$ cat src/rtl/latch_bank_reader.sv
// Sequences one-hot OE across a shared-bus latch bank and streams sampled words.
// Define LATCH_BANK_READER_PARITY_EN to add the BUS_P parity input and PERR flag.
module latch_bank_reader #(
  parameter int N_LATCH = 4,
  parameter int WIDTH   = 8,
  parameter int SETTLE  = 2,
  localparam int IW = $clog2(N_LATCH),
  localparam int CW = (SETTLE > 1) ? $clog2(SETTLE) : 1
) (
  input  logic               CK,
  input  logic               RN,
`ifdef LATCH_BANK_READER_PARITY_EN
  input  logic               BUS_P,
  output logic               PERR,
`endif
  input  logic               START,
  input  logic [WIDTH-1:0]   BUS_Q,
  output logic [N_LATCH-1:0] OE,
  output logic [WIDTH-1:0]   DOUT,
  output logic [IW-1:0]      DIDX,
  output logic               DVALID,
  input  logic               DREADY,
  output logic               BUSY,
  output logic               DONE
);

  typedef enum logic [1:0] {
    IDLE,
    TURN,
    ENABLE,
    HOLD
  } state_t;

  state_t             state;
  logic [IW-1:0]      idx;
  logic [CW-1:0]      cnt;
  logic               last_idx;
  logic               last_cnt;
  logic [N_LATCH-1:0] one_hot;

  assign last_idx = (idx == IW'(N_LATCH - 1));
  assign last_cnt = (cnt == CW'(SETTLE - 1));
  assign one_hot  = {{(N_LATCH-1){1'b0}}, 1'b1} << idx;

  always_ff @(posedge CK) begin
    if (!RN) begin
      state  <= IDLE;
      idx    <= '0;
      cnt    <= '0;
      OE     <= '0;
      DOUT   <= '0;
      DIDX   <= '0;
      DVALID <= 1'b0;
      BUSY   <= 1'b0;
      DONE   <= 1'b0;
`ifdef LATCH_BANK_READER_PARITY_EN
      PERR   <= 1'b0;
`endif
    end else begin
      DONE <= 1'b0;
      unique case (state)
        IDLE: begin
          if (START) begin
            state <= TURN;
            idx   <= '0;
            BUSY  <= 1'b1;
          end
        end
        // one dead cycle so two latches never drive the bus together
        TURN: begin
          state <= ENABLE;
          cnt   <= '0;
          OE    <= one_hot;
        end
        ENABLE: begin
          cnt <= cnt + 1'b1;
          if (last_cnt) begin
            DOUT   <= BUS_Q;
            DIDX   <= idx;
            DVALID <= 1'b1;
            OE     <= '0;
            state  <= HOLD;
`ifdef LATCH_BANK_READER_PARITY_EN
            PERR   <= ^BUS_Q ^ BUS_P;
`endif
          end
        end
        HOLD: begin
          if (DVALID && DREADY) begin
            DVALID <= 1'b0;
`ifdef LATCH_BANK_READER_PARITY_EN
            PERR   <= 1'b0;
`endif
            if (last_idx) begin
              BUSY  <= 1'b0;
              DONE  <= 1'b1;
              state <= IDLE;
            end else begin
              idx   <= idx + 1'b1;
              state <= TURN;
            end
          end
        end
        default: state <= IDLE;
      endcase
    end
  end

endmodule

$ cat config.mk
export PLATFORM = sky130hd
export DESIGN_NAME = latch_bank_reader
export DESIGN_NICKNAME = d
export VERILOG_FILES = /design/src/rtl/latch_bank_reader.sv
export SDC_FILE = /design/constraint.sdc
export NUM_CORES = 1
export LEC_CHECK = 0
export CORE_AREA = 2 2 44 66
export CTS_BUF_LIST = sky130_fd_sc_hd__clkbuf_8
export CTS_CLUSTER_SIZE = 12
export DETAILED_ROUTE_END_ITERATION = 12
export DIE_AREA = 0 0 46 68
export HOLD_SLACK_MARGIN = 0.05
export MAX_ROUTING_LAYER = met4
export PLACE_DENSITY = 0.73
export SETUP_SLACK_MARGIN = 0.5
export SYNTH_ARGS = -nofsm -noshare
export SYNTH_HDL_FRONTEND = slang
export SYNTH_SLANG_ARGS = --single-unit
export TNS_END_PERCENT = 1
$ cat constraint.sdc
create_clock -name CK -period 1.6 [get_ports CK]
set_input_delay 0.24 -clock CK [delete_from_list [all_inputs] [get_ports CK]]
set_output_delay 0.24 -clock CK [all_outputs]
set_load 0.01 [all_outputs]
[Yosys cells after proc, flatten, opt, wreduce, memory -nomap -nowiden]
Cells that the tools add are included.
Widths: inputs -> output; s select.
Word-level totals
  flip-flop bits (word level): 22
  latch bits: 0
  RAM bits: 0
  bits in read-only memories: 0
  output and inout bits: 17
  word-level logic and storage cells: 53
  memories kept: 0
Cells by class
  $add $sub $neg: 2
  multipliers: 0
  divide/modulo/power cells: 0
  magnitude comparators: 0
  equal/unequal tests: 9
  shift operators: 1
  mux-type cells: 20
  bitwise gates (word level): 0
  reduce and logical (&&, ||, !) cells: 12
Operator list (number)
  $mux 2: 6
  $ne 2x2->1 const B: 5
  $reduce_and 3->1: 3
  $pmux 2 s4: 1
  $pmux 4 s2: 1
  $reduce_and 4->1: 2
  $mux 1: 7
  $eq 2x2->1 const B: 3
  $pmux 1 s2: 3
  $reduce_bool 2->1: 3
  $mux 4: 1
  $pmux 2 s2: 1
  $reduce_and 2->1: 2
  $shl 1x2->4 const A: 1
  $add 2x1->2 const B: 1
  $eq 2x1->1 const B: 1
  $logic_not 2->1: 1
  $add 1x1->1 const B: 1
  $logic_and 1x1->1: 1

[Depth between registers and ports, before layout]
  word-level depth: 4
  gate-level depth with buffers: 7
  depth with buffers taken out: 5

[Worst setup path after synthesis]
No wires, ideal clock.
  path type: register to register
  from: register state[0]
  to: register state[0]
  setup time: 0.119 ns
  arrival: 1.439 ns
  setup slack: 0.043 ns
  cell stages (with the launch flop): 7
  buffers on the path: 1
  period minus slack after synthesis: 1.557 ns
  path through: dfxtp_1 -> inv_1 -> ha_1 -> buf_6 -> nor2b_4 -> or3_1 -> o221a_1
On the way
  word-level cells in the longest chain between the ends: 3
  elaborated cells between the ends (all ways): 9
Ends and longest elaborated chain
  start, declared: RTL line 34  | state_t state;
  start signal, assigned: RTL line 47  | state <= IDLE;
  start signal, assigned: RTL line 64  | state <= TURN;
  start signal, assigned: RTL line 71  | state <= ENABLE;
  $eq 2x2->1 or $logic_not 2->1 (tied branches): RTL line 61  | unique case (state)
  $ne 2x2->1 (no line)
  $reduce_and 3->1 (no line)
Parallel ways exist; a longest one is shown, timed or not.
A chain may end at the register's enable or synchronous reset.

[Worst setup path after layout]
Ends and elaborated chain as after synthesis.

==> impl_metrics.toml <==
[sta]
slew_headroom_pct = 73.3
drv_slew = 0
finalCritPeriodShare_pct = 91.3
fmax_ghz = 0.684
hold_viol = 0
holdWs_ns = 0.464
post-route-min-period_ns = 1.46
setup_violations = 0
clock_skew_ns = 0.00550
worstMarginPinSlew_ns = 0.400
tns_ns = 0
rsz0062_at_grt = "true"

[power]
p_sw_mw = 0.513
seqPwrFrac_pct = 41.3
p_sw_share_pct = 32.0
power_leakage_nw = 0.536
power.total_mw = 1.60
p_per_area_nw_per_um2 = 1080
p_int_mw = 1.09
pwr-share-clk_pct = 22.0
ir_drop_uv = 586
combPwrFrac_pct = 36.7

[critical_path]
cp.arrival_ns = 1.62
crit_family = "simple AND/OR/NAND/NOR gates"
crit_type = "flip-flop to flip-flop"
path_cells = "inv_4, ha_4, nor2b_4, or3_1, o221a_1"
crit_required_ns = 1.76
cp-end-kind = "flip-flop"
start_kind = "flip-flop"
crit_buf_inv = 1
worstPathMaxFanout = 5
slowest_delay_ns = 0.39
cp_slowest_cell = "dfxtp_4"

[logic_synthesis]
synth_cells = 118
synth_top_family_by_area = "simple AND/OR/NAND/NOR gates"
synth_compound_area_share_pct = 15.2
synth_mux_area_share_pct = 4.68
ys_warn_count = 0
syn-cell-area_um2 = 1070
ys_seq_area_share_pct = 41.2
yosys.area_share.xor_xnor_pct = 0
ys_ff_latch = 22
synth.distinct_cells = 27
yosys.area_share.simple_pct = 22.8
synth_fa_ha_area_share_pct = 11.7
synth_area_per_cell_um2 = 9.06
synth_fp_nets = 140

[cells_and_area]
nets = 172
final_cells = 174
antennaDiodeCount = 0
area_delta_synth_final_pct = 39.3
layout.cells.most_common = "nand2_1"
final_cell_mix = "nand2_1, clkdlybuf4s50_1, dfxtp_1, a21boi_0, ha_1"
drive_gt1_share_pct = 13.4

[clock_tree]
clk_path_buf_depth = 2
cts_tree = "built"
cts-hold-fix-buffers = 0
cts_htree_levels = 1
clk_pin_slew_worst_paths_ns = 0.08
cts.sinks = 22
cts_root_buffer = "clkbuf_8"
numCtsBuffers = 3
insertion_delay_ns = 0.26

[grt]
track_usage_pct = 18.2
grt_pass1_vias = 934
antenna_found_initial = 0
grt_max_degree = 13
overflow = 0
grt_pass1_wl_um = 4010

[route]
vias_per_cell = 5.24
drt_iter0_markers = 16
wl_um = 2400
antenna_left = 0
vias = 911
firstDrtPassIters = 4
drcViolationCount = 0
wl_per_cell_um = 13.8

[die]
initial_utilization_pct = 41.3
die_area_um2 = 3130
die_width_um = 46
fp-row-count = 23
core_area_um2 = 2590
die_h_um = 68
pin_count = 29

[job]
cap_violations = 0

[placement]
place_hpwl_um = 1720
place.gp.congestion = 0.889
dp.cells = 168
io_buffers = 28

[hold_path]
hold_class = "flip-flop to flip-flop"

[run_status]
status = "finished, final reports clean"
repair_timing:
action,in CTS,in global routing
gates resized for setup,10,1
buffers inserted,2,0
hold endpoints to repair,0,0
setup endpoints to repair,38,39
pin swaps,1,2
worst paths after layout:
| check | start | to | slack [ns] | cells after the start |
|---|---|---|---|---|
| worst max-delay path | state[0] | state[0] | 0.14 | 5 |
| worst min-delay path | DOUT[4] | DOUT[4] | 0.46 | 2 |
| worst max register to register | state[0] | state[0] | 0.14 | 5 |
| worst min register to register | DOUT[4] | DOUT[4] | 0.46 | 2 |
cells by family after synthesis:
| logic type | after synthesis |
|---|---|
| AND/OR/NAND/NOR | 51 |
| flip-flops | 22 |
| AO/OA/AOI/OAI | 21 |
| adder cells (fa/ha/maj) | 10 |
| buffers and inverters | 9 |
| multiplexers | 5 |
cells in the mapped netlist:
library cell	n	area (um2)
nor2_1	1	3.75
nand3_1	2	10.0
buf_6	1	11.3
nor3_1	1	5.00
o32ai_1	1	8.76
dfxtp_1	22	440
or3_1	1	6.26
nand3b_1	1	7.51
clkbuf_1	2	7.51
a21boi_1	1	7.51
a22oi_1	4	30.0
nor2b_4	1	13.8
inv_1	4	15.0
a21boi_0	10	75.1
buf_4	1	7.51
o22ai_1	1	6.26
o221a_1	1	11.3
a211oi_1	2	15.0
and2_1	2	12.5
ha_1	10	125
or2_2	1	6.26
nand2b_1	3	18.8
buf_2	1	5.00
mux2i_1	5	50.1
a32oi_1	1	8.76
nand2_1	31	116
nor2b_1	7	43.8
stage by stage:
step,setup slack [ns],instance area (um2),util (%)
after floorplan,0.162,1070,-
after global placement,0.0986,1370,52.9
after detailed placement,0.0561,1370,52.9
after CTS,0.161,1480,57.2
after global routing,0.0893,1490,57.5
final,0.139,1490,57.5
power groups by stage:
stage	Clock [mW]	Sequential, mW	Combinational, mW
after floorplan	0	0.668	0.333
after global placement	0	0.667	0.450
after detailed placement	0	0.672	0.470
after CTS	0.359	0.663	0.574
after global routing	0.393	0.672	0.641
final	0.354	0.663	0.588
worst reg2reg max path: cells and delay by family (launching register included):
kind	cells	cell delay (ns)
flip-flops	1	0.39
AO/OA/AOI/OAI	1	0.24
AND/OR/NAND/NOR	2	0.50
adder cells (fa/ha/maj)	1	0.18
buffers and inverters	1	0.05
routing by layer:
metal | up-vias | track usage, % | wire, um
li1 | 456 | - | -
met1 | 418 | 19.6 | 1010
met2 | 28 | 31.4 | 1230
met3 | 9 | 2.11 | 88
met4 | 0 | 9.64 | 74
met5 | - | - | 0
registers in the layout, summed over array words and instances (netlist names):
name and count:
DONE 1, idx 2, DOUT 8, DVALID 1, OE 4, state 2
DIDX 2, cnt 1, BUSY 1
layout make-up:
class	count	area [um2]
inverters	4	17.5
clock inverters	1	3.75
flip-flops and latches	22	447
repair buffers	32	323
fillers	244	1100
well taps	25	31.3
clock buffers	3	41.3
multi-input cells	87	626
No activity file was read; power rests on OpenSTA's default activity.
